===== src/rtl/ysyx_23060240_ifu_fetch.sv =====
// ysyx_23060240_ifu_fetch: PC owner and single-outstanding instruction fetcher feeding decode.
// Optional perf counters are enabled by defining IFU_PERF_CNT_EN.
module ysyx_23060240_ifu_fetch #(
    parameter int                 ADDR_W   = 32,
    parameter logic [ADDR_W-1:0] RESET_PC = 32'h80000000
) (
    input  logic              clk,
    input  logic              rst,
    output logic              imem_req_valid,
    input  logic              imem_req_ready,
    output logic [ADDR_W-1:0] imem_req_addr,
    input  logic              imem_rsp_valid,
    input  logic [31:0]       imem_rsp_data,
    output logic              inst_valid,
    input  logic              inst_ready,
    output logic [31:0]       inst,
    output logic [ADDR_W-1:0] inst_pc,
    input  logic              redirect_valid,
    input  logic [ADDR_W-1:0] redirect_pc,
    output logic [31:0]       perf_fetch_cnt,
    output logic [31:0]       perf_stall_cnt
);
    typedef enum logic [1:0] {S_REQ, S_WAIT, S_HOLD} state_e;
    state_e            state_q, state_d;
    logic [ADDR_W-1:0] pc_q, pc_d, redir_pc;
    logic [31:0]       inst_q, inst_d;
    logic              kill_q, kill_d;
    assign redir_pc       = {redirect_pc[ADDR_W-1:2], 2'b00};
    assign imem_req_valid = !rst && state_q == S_REQ && !redirect_valid;
    assign inst_valid     = !rst && state_q == S_HOLD;
    assign imem_req_addr  = pc_q;
    assign inst_pc        = pc_q;
    assign inst           = inst_q;
    always_comb begin
        state_d = state_q;
        pc_d    = pc_q;
        inst_d  = inst_q;
        kill_d  = kill_q;
        case (state_q)
            S_REQ: begin
                if (redirect_valid) pc_d = redir_pc;
                else if (imem_req_ready) state_d = S_WAIT;
            end
            S_WAIT: begin
                if (imem_rsp_valid) begin
                    // A response that belongs to a squashed path is drained but never delivered
                    if (kill_q || redirect_valid) begin
                        kill_d  = 1'b0;
                        state_d = S_REQ;
                        pc_d    = redirect_valid ? redir_pc : pc_q;
                    end else begin
                        inst_d  = imem_rsp_data;
                        state_d = S_HOLD;
                    end
                end else if (redirect_valid) begin
                    pc_d   = redir_pc;
                    kill_d = 1'b1;
                end
            end
            S_HOLD: begin
                if (redirect_valid || inst_ready) begin
                    pc_d    = redirect_valid ? redir_pc : pc_q + ADDR_W'(4);
                    state_d = S_REQ;
                end
            end
            default: state_d = S_REQ;
        endcase
    end
    always_ff @(posedge clk) begin
        if (rst) begin
            state_q <= S_REQ;
            pc_q    <= RESET_PC;
            inst_q  <= '0;
            kill_q  <= 1'b0;
        end else begin
            state_q <= state_d;
            pc_q    <= pc_d;
            inst_q  <= inst_d;
            kill_q  <= kill_d;
        end
    end
`ifdef IFU_PERF_CNT_EN
    logic [31:0] fetch_cnt_q, fetch_cnt_d, stall_cnt_q, stall_cnt_d;
    always_comb begin
        fetch_cnt_d = fetch_cnt_q + ((inst_valid && inst_ready) ? 32'd1 : 32'd0);
        stall_cnt_d = stall_cnt_q + ((state_q == S_WAIT && !imem_rsp_valid) ? 32'd1 : 32'd0);
    end
    always_ff @(posedge clk) begin
        if (rst) begin
            fetch_cnt_q <= '0;
            stall_cnt_q <= '0;
        end else begin
            fetch_cnt_q <= fetch_cnt_d;
            stall_cnt_q <= stall_cnt_d;
        end
    end
    assign perf_fetch_cnt = fetch_cnt_q;
    assign perf_stall_cnt = stall_cnt_q;
`else
    assign perf_fetch_cnt = 32'h0;
    assign perf_stall_cnt = 32'h0;
`endif
endmodule


===== config.mk =====
export PLATFORM = sky130hd
export DESIGN_NAME = ysyx_23060240_ifu_fetch
export DESIGN_NICKNAME = d
export VERILOG_FILES = /design/src/rtl/ysyx_23060240_ifu_fetch.sv
export SDC_FILE = /design/constraint.sdc
export NUM_CORES = 1
export LEC_CHECK = 0
export CORE_ASPECT_RATIO = 0.6
export CORE_MARGIN = 4
export CORE_UTILIZATION = 30
export CTS_BUF_LIST = sky130_fd_sc_hd__clkbuf_8 sky130_fd_sc_hd__clkbuf_16
export CTS_CLUSTER_SIZE = 25
export DETAILED_ROUTE_END_ITERATION = 8
export PLACE_DENSITY = 0.72
export SLEW_MARGIN = 20
export SYNTH_ARGS = -nofsm -noshare
export SYNTH_HDL_FRONTEND = slang
export SYNTH_SLANG_ARGS = --single-unit

===== constraint.sdc =====
create_clock -name clk -period 2.7 [get_ports clk]
set_input_delay 0.54 -clock clk [delete_from_list [all_inputs] [get_ports clk]]
set_output_delay 0.54 -clock clk [all_outputs]
set_load 0.01 [all_outputs]

## After elaboration in Yosys (flattened, before gate mapping)

Cells that the tools add are included.

- Register bits: 67
- Output and inout bits: 162
- Word-level logic and storage cells: 43

- $add $sub $neg: 1
- Equality and inequality tests: 8
- Multiplexer cells: 15
- Bitwise logic cells: 1
- Reduce and logical (&&, ||, !) cells: 14

Operator list:

| kind | number |
|---|---|
| $mux W32 | 5 |
| $pmux W32 S3 | 1 |
| $add A32 B3 Y32 const B | 1 |
| $mux W2 | 5 |
| $reduce_and A3 Y1 | 3 |
| $ne A2 B2 Y1 const B | 3 |
| $pmux W2 S3 | 1 |
| $ne A2 B1 Y1 const B | 2 |
| $reduce_and A4 Y1 | 1 |
| $logic_and A1 B1 Y1 | 3 |
| $mux W1 | 3 |
| $ne A3 B3 Y1 const B | 1 |
| $reduce_bool A3 Y1 | 1 |
| $eq A2 B1 Y1 const B | 1 |
| $eq A2 B2 Y1 const B | 1 |
| $logic_not A1 Y1 | 2 |
| $logic_not A2 Y1 | 1 |
| $logic_or A1 B1 Y1 | 2 |
| $reduce_bool A2 Y1 | 1 |
| $not A1 Y1 | 1 |

## Longest topological paths before layout

Gate-level depths: netlist of run 1.

- Depth after elaboration: 4
- Gate-level depth with buffers: 8
- Depth with buffers taken out: 6

## Least setup slack after synthesis of run 1

No wires, ideal clock.

- Path kind: register to register
- Start point: register pc_q[2] (netlist: imem_req_addr[2])
- End point: register pc_q[20] (netlist: imem_req_addr[20])
- Setup time: 58 ps
- Data arrival time: 1,945 ps
- Data required time: 2,642 ps
- Slack: 698 ps
- Stages on the path, launching flop included: 7
- Path buffers: 0
- Clock period less this slack: 2,002 ps
- Cells stage by stage: dfxtp_1 -> ha_1 -> nand4_2 -> or3_4 -> or4_1 -> a21oi_1 -> o21a_1

- Longest elaborated chain between the ends: 4

RTL lines:

| what | line | text |
|---|---|---|
| start, declared | 25 | `logic [ADDR_W-1:0] pc_q, pc_d, redir_pc;` |
| start signal, assigned | 77 | `pc_q <= pc_d;` |
| $add A32 B3 Y32 | 62 | `pc_d = redirect_valid ? redir_pc : pc_q + ADDR_W'(4);` |
| $mux W32 | 62 |  |
| $mux W32 | 61 | `if (redirect_valid \|\| inst_ready) begin` |
| $pmux W32 S3 | 39 | `case (state_q)` |

Every way passes these cells. The select of a mux whose other input is x is not followed.
A chain may end at the register's enable or synchronous reset.

## Final worst setup path of run 1

- Start point: input redirect_valid
- End point: output imem_req_valid

- Longest elaborated chain between the ends: 2

RTL lines:

| what | line | text |
|---|---|---|
| start, declared | 18 | `input logic redirect_valid,` |
| $logic_not A1 Y1 | 29 | `assign imem_req_valid = !rst && state_q == S_REQ && !redirect_valid;` |
| $logic_and A1 B1 Y1 | 29 |  |
| end, declared | 9 | `output logic imem_req_valid,` |

Every way passes these cells.

==> results.md, run 1 <==
- Vias in the first global route: 3720
- Worst setup EP type: output pin
- Initial core utilization: 0.310
- Leading area contributor after synthesis: dfxtp_1
- Syn avg cell area: 7.36 sq um
- R2r setup slk: 350 ps
- TritonCTS buffer count: 9
- Cells after Synth: 548
- Yosys cell types: 51
- Final Hold Viols: 0
- Routability cong.: 0.923
- Ports: 232
- Nets@finish: 749
- Top-area cell type share of the netlist area: 0.323
- P_leak: 2.13 nW
- EDFF count, synth: 0
- DR vias/cell: 4.81
- CTS resizes: 0
- Hold Crit Depth: 2
- Antenna-violating nets left: 0
- Final Slew Violations: 0
- Hold Buf Count CTS: 0
- Worst hold path type: reg2reg
- Worst skew pair latency: 330 ps
- Post-route clock period utilization: 0.895
- Via count: 4101
- Synth warn: 0
- Root buffer cell: clkbuf_16
- DR WL/cell: 15.8 microns
- CTS tree: built
- Synth Area in XOR/XNOR: 0
- Post-Synth Simple-Gate Area: 0.247
- Overall die area: 0.0154 sq mm
- Max Root-Sink Buffers: 2
- Fmax: 0.414 GHz
- Req. time, crit path: 2160 ps
- Clock Sinks: 65
- Remaining DRCs: 0
- CP delay by family, top: buffers and inverters
- Largest net degree at the start of global routing: 46
- Core area: 0.0130 sq mm
- GR Overflow Total: 0
- CP max stage cell: clkdlybuf4s50_1
- Sequential share of the synthesized area: 0.323
- Initial antenna violation count: 0
- Post-CTS Repair Setup Buffers: 0
- Synth async-reset ratio: 0
- TritonRoute pass-1 iters: 5
- Post-route setup slack: 284 ps
- CP bufs+invs: 2
- Cell Chain, Critical Path: clkdlybuf4s50_1 > nor4_1 > clkdlybuf4s50_1
- CP Depth: 3
- PortBufs: 161
- Share of layout cells above drive strength 1: 0.0704
- Pre-CTS setup slack: 231 ps
- Largest family of logic cells by synthesized area: simple AND/OR/NAND/NOR gates
- Worst rel slew slack: 0.650
- Chip height: 97.8 microns
- Yosys reg bits: 65
- Predominant post-synthesis flop cell: dfxtp_1
- Final setup viols: 0
- Final Critical Period: 2420 ps
- Critical Path Fanout Max: 3
- Max VDD drop: 0.234 mV
- Worst-Margin Slew: 521 ps
- Htree depth: 3
- Run status: finished, final reports clean
- Final TNS setup: 0 ps
- Worst-path clk slew: 50 ps
- Fraction of the mapped netlist area in compound gates: 0.196
- Setup Crit Path Kind: in2out
- DPL Wire Length: 10200 microns
- Crit path top cell by count: clkdlybuf4s50_1
- Number of cells on the worst reg-to-reg path: 6
- Max Cap Viol: 0
- Proportion of synthesized area in mux cells: 0.00993
- Worst EP arrival: 1880 ps
- Critical Path Source Type: primary input
- CP peak stage delay: 620 ps
- Layout Skew: 7.64 ps
- Synth-to-Final Area Change: 42.4%
- ANT cells: 0
- Die X: 158 microns
- Initial DRC count: 372
- Area contributors post-synth: dfxtp_1 (32%), buf_4 (18%), nand2_1 (9.4%), a21oi_1 (6.7%), nor2_1 (2.6%)
- First-pass GRT wire length: 20500 microns
- Power per cell area: 489 mW/mm^2
- Site Rows: 32
- Synth Cell Area: 0.00403 sq mm
- Unrepaired setup endpoints after global routing: false
- GRT Overall Usage: 0.165
- DRT Wirelength: 13400 microns
- Synthesized-area fraction occupied by adder cells: 0.00310
cell usage in the layout, fill, tap and decap left out, drive strengths merged, types with 5 or more instances in the layout:
| cell type | instances |
|---|---|
| inv | 5 |
| nand2 | 101 |
| a31oi | 12 |
| a211oi | 6 |
| a21oi | 54 |
| o22ai | 7 |
| and2 | 5 |
| nor3 | 15 |
| buf | 22 |
| conb | 68 |
| nand3 | 20 |
| o21ai | 21 |
| and3 | 8 |
| nand4 | 11 |
| nor2 | 28 |
| dfxtp | 65 |
| clkdlybuf4s50 | 160 |
| nor4 | 5 |
| clkbuf | 10 |
metrics by stage:
| step | power, mW | utilization | cell area (sq um) | instances | hold WS (ps) |
|---|---|---|---|---|---|
| detailed placement | 1.56 | 0.417 | 5420 | 837 | 446 |
| global placement | 1.56 | 0.417 | 5420 | 837 | 442 |
| finish | 2.81 | 0.441 | 5740 | 852 | 451 |
| global route | 2.92 | 0.441 | 5740 | 852 | 468 |
| floorplan | 1.38 | - | 4280 | 615 | 468 |
| CTS | 2.83 | 0.441 | 5740 | 852 | 453 |
area by class of cell:
cell class	count	area (sq um)
inverters	6	22.5
clock buffers	10	239
flip-flops and latches	65	1300
fillers	1307	7270
multi-input cells	414	2110
clock inverters	5	80.1
well taps	170	213
repair buffers	182	1780
state kept, by name, summed over array words and instances, names as in the netlist:
| register | flops |
|---|---|
| inst | 32 |
| kill_q | 1 |
| imem_req_addr | 30 |
| state_q | 2 |
final timing paths:
| path | from | to |
|---|---|---|
| min | inst[29] | inst[29] |
| min reg2reg | inst[29] | inst[29] |
| max reg2reg | imem_req_addr[2] | imem_req_addr[30] |
| max | redirect_valid | imem_req_valid |
synthesized netlist by cell type (all sizes together) (2+ instances only):
library cell	number
o211ai	4
a22oi	3
nand3	20
nor3b	2
inv	5
nand2	101
buf	105
nor3	15
o22ai	7
clkbuf	25
a21oi	54
o21a	4
o311ai	2
a31oi	12
or3	4
a311oi	4
and3	8
or4	4
a31o	3
and4	2
o21ai	21
mux2i	4
nand4	11
nor2	28
and2	5
a21o	2
a211oi	6
dfxtp	65
nor4	5
o311a	2
a2bb2oi	2
logic make-up (layout without fill, tap and decap cells):
logic type | count (synthesis) | after routing
AOI/OAI and AO/OA | 130 | 130
buffers and inverters | 136 | 203
DFF | 65 | 65
adders and majority gates | 1 | 1
other | 1 | 68
muxes | 4 | 4
and+or+nand+nor | 211 | 211
power breakdown:
group          leakage [nW]  switching (mW)  internal (mW)
clock network         0.151           0.436          0.826
registers             0.531          0.0656          0.999
logic                  1.45           0.222          0.257
per-layer routing:
layer | track usage | vias to the layer above | wire length, microns
met3 | 0.0585 | 5 | 1340
met4 | 0.0264 | 0 | 62
met2 | 0.228 | 210 | 5580
met1 | 0.248 | 1873 | 6440
li1 | - | 2013 | -
met5 | 0 | - | 0
worst min-delay path, stage by stage (launching register included):
cell and delay, ps:
dfxtp_1 300, nand2_1 50, a21oi_1 50
Power figures use the tool's default switching activity.
==> inputs of run 2 (changes only) <==
CORE_UTILIZATION = 34   (was 30)
PLACE_DENSITY = 0.79   (was 0.72)
==> results.md, run 2 (synthesized netlist as in run 1, its figures left out) <==
- Total Power Consumption: 2.76 mW (was 2.81 mW)
- Final Critical Period: 2490 ps (was 2420 ps)
- Ports: 232 (unchanged)
- Remaining DRCs: 0 (unchanged)
- Post-route clock period utilization: 0.924 (was 0.895)
- Vias in the first global route: 3682 (was 3720)
- Run status: finished, final reports clean (unchanged)
- Initial core utilization: 0.352 (was 0.310)
- Chip height: 92.4 microns (was 97.8 microns)
- Worst setup EP type: output pin (unchanged)
- GRT Overall Usage: 0.181 (was 0.165)
- Max Cap Viol: 0 (unchanged)
- Antenna-violating nets left: 0 (unchanged)
- Via count: 4182 (was 4101)
- Layout Skew: 7.11 ps (was 7.64 ps)
- Worst rel slew slack: 0.610 (was 0.650)
- Root buffer cell: clkbuf_16 (unchanged)
- DR vias/cell: 4.96 (was 4.81)
- Final Hold Viols: 0 (unchanged)
- Most frequent cells in the layout: clkdlybuf4s50_1 (160), nand2_1 (101), conb_1 (68) (unchanged)
- CTS resizes: 0 (unchanged)
- Worst hold path type: reg2reg (unchanged)
- Initial DRC count: 346 (was 372)
- Critical Path Source Type: primary input (unchanged)
- R2R Path Start: imem_req_addr[2] (unchanged)
- Power per cell area: 483 mW/mm^2 (was 489 mW/mm^2)
- Filler instances: 1116 (was 1307)
- Core area: 0.0114 sq mm (was 0.0130 sq mm)
- PortBufs: 161 (unchanged)
- Routability cong.: 0.905 (was 0.923)
- Share of layout cells above drive strength 1: 0.0703 (was 0.0704)
- Overall die area: 0.0137 sq mm (was 0.0154 sq mm)
- Max Root-Sink Buffers: 2 (unchanged)
- Hold Crit Depth: 2 (unchanged)
- Critical Path Fanout Max: 5 (was 3)
- Post-CTS Repair Setup Buffers: 0 (unchanged)
- Final TNS setup: 0 ps (unchanged)
- DRT Wirelength: 13100 microns (was 13400 microns)
- Number of cells on the worst reg-to-reg path: 6 (unchanged)
- Max reg flops: 32 (unchanged)
- Worst EP arrival: 1950 ps (was 1880 ps)
- Largest net degree at the start of global routing: 51 (was 46)
- Hold Buf Count CTS: 0 (unchanged)
- GR Overflow Total: 0 (unchanged)
- Register area: 0.00130 sq mm (unchanged)
- Htree depth: 3 (unchanged)
- Initial antenna violation count: 0 (unchanged)
- Synth-to-Final Area Change: 41.9% (was 42.4%)
- Die X: 149 microns (was 158 microns)
- DR WL/cell: 15.5 microns (was 15.8 microns)
- Max VDD drop: 0.235 mV (was 0.234 mV)
- P_leak: 2.14 nW (was 2.13 nW)
- ANT cells: 0 (unchanged)
- Nets@finish: 749 (unchanged)
- Multi-input gate area: 0.00211 sq mm (unchanged)
- Crit path launch: redirect_valid (unchanged)
- Req. time, crit path: 2160 ps (about the same)
- First-pass GRT wire length: 20100 microns (was 20500 microns)
- Fmax: 0.401 GHz (was 0.414 GHz)
- TritonRoute pass-1 iters: 6 (was 5)
- DPL Wire Length: 9990 microns (was 10200 microns)
- Most common cell after layout, fill and taps aside: clkdlybuf4s50_1 (unchanged)
- Setup Crit Path Kind: in2out (unchanged)
- RR Endpoint: imem_req_addr[26] (was imem_req_addr[30])
- CTS tree: built (unchanged)
- Final Slew Violations: 0 (unchanged)
- Worst-Margin Slew: 580 ps (was 521 ps)
- R2r setup slk: 230 ps (was 350 ps)
- Clock Sinks: 65 (unchanged)
- TritonCTS buffer count: 9 (unchanged)
- Final setup viols: 0 (unchanged)
- End of the critical path: imem_req_valid (unchanged)
- Worst-path clk slew: 50 ps (about the same)
- Site Rows: 30 (was 32)
- Unrepaired setup endpoints after global routing: false (unchanged)
- Worst skew pair latency: 330 ps (about the same)
==> run 2: routing by layer <==
metal	global-route usage	vias to the layer above	wire length (microns)
li1	-	2020	-
met1	0.273	1911	5970
met2	0.248	245	5600
met3	0.0616	6	1450
met4	0.0323	0	44
met5	0	-	0
==> run 2: critical path, cell delays in order <==
cell	delay, ps
clkdlybuf4s50_1	510
nor4_1	290
clkdlybuf4s50_1	610
==> run 2: area by class of cell <==
class,instances,share of cell area
multi-input cells,414,0.369
repair buffers,182,0.311
flip-flops and latches,65,0.227
clock buffers,9,0.0394
clock inverters,7,0.0151
well taps,160,0.0350
inverters,6,0.00394
==> run 2: power breakdown <==
part | switching (mW) | total, mW | internal, mW | leakage [nW]
registers | 0.0680 | 1.07 | 1.00 | 0.531
clock network | 0.420 | 1.22 | 0.799 | 0.156
logic | 0.218 | 0.475 | 0.257 | 1.45
==> run 2: metrics by stage <==
stage	setup WS (ps)	area (sq um)	std cells	utilization	hold WS, ps
2_1_floorplan	698	4280	615	-	468
3_3_place_gp	163	5410	827	0.472	441
3_5_place_dp	145	5410	827	0.472	447
4_1_cts	222	5720	843	0.500	453
5_1_grt	168	5720	843	0.500	478
6_report	207	5720	843	0.500	451
==> run 2: how the worst min path moves through the flow <==
| stage | startpoint | end |
|---|---|---|
| detailed placement | inst[13] | inst[13] |
| floorplan | kill_q | kill_q |
| CTS | inst[7] | inst[7] |
| finish | inst[0] | inst[0] |
| global route | inst[12] | inst[12] |
| global placement | inst[15] | inst[15] |
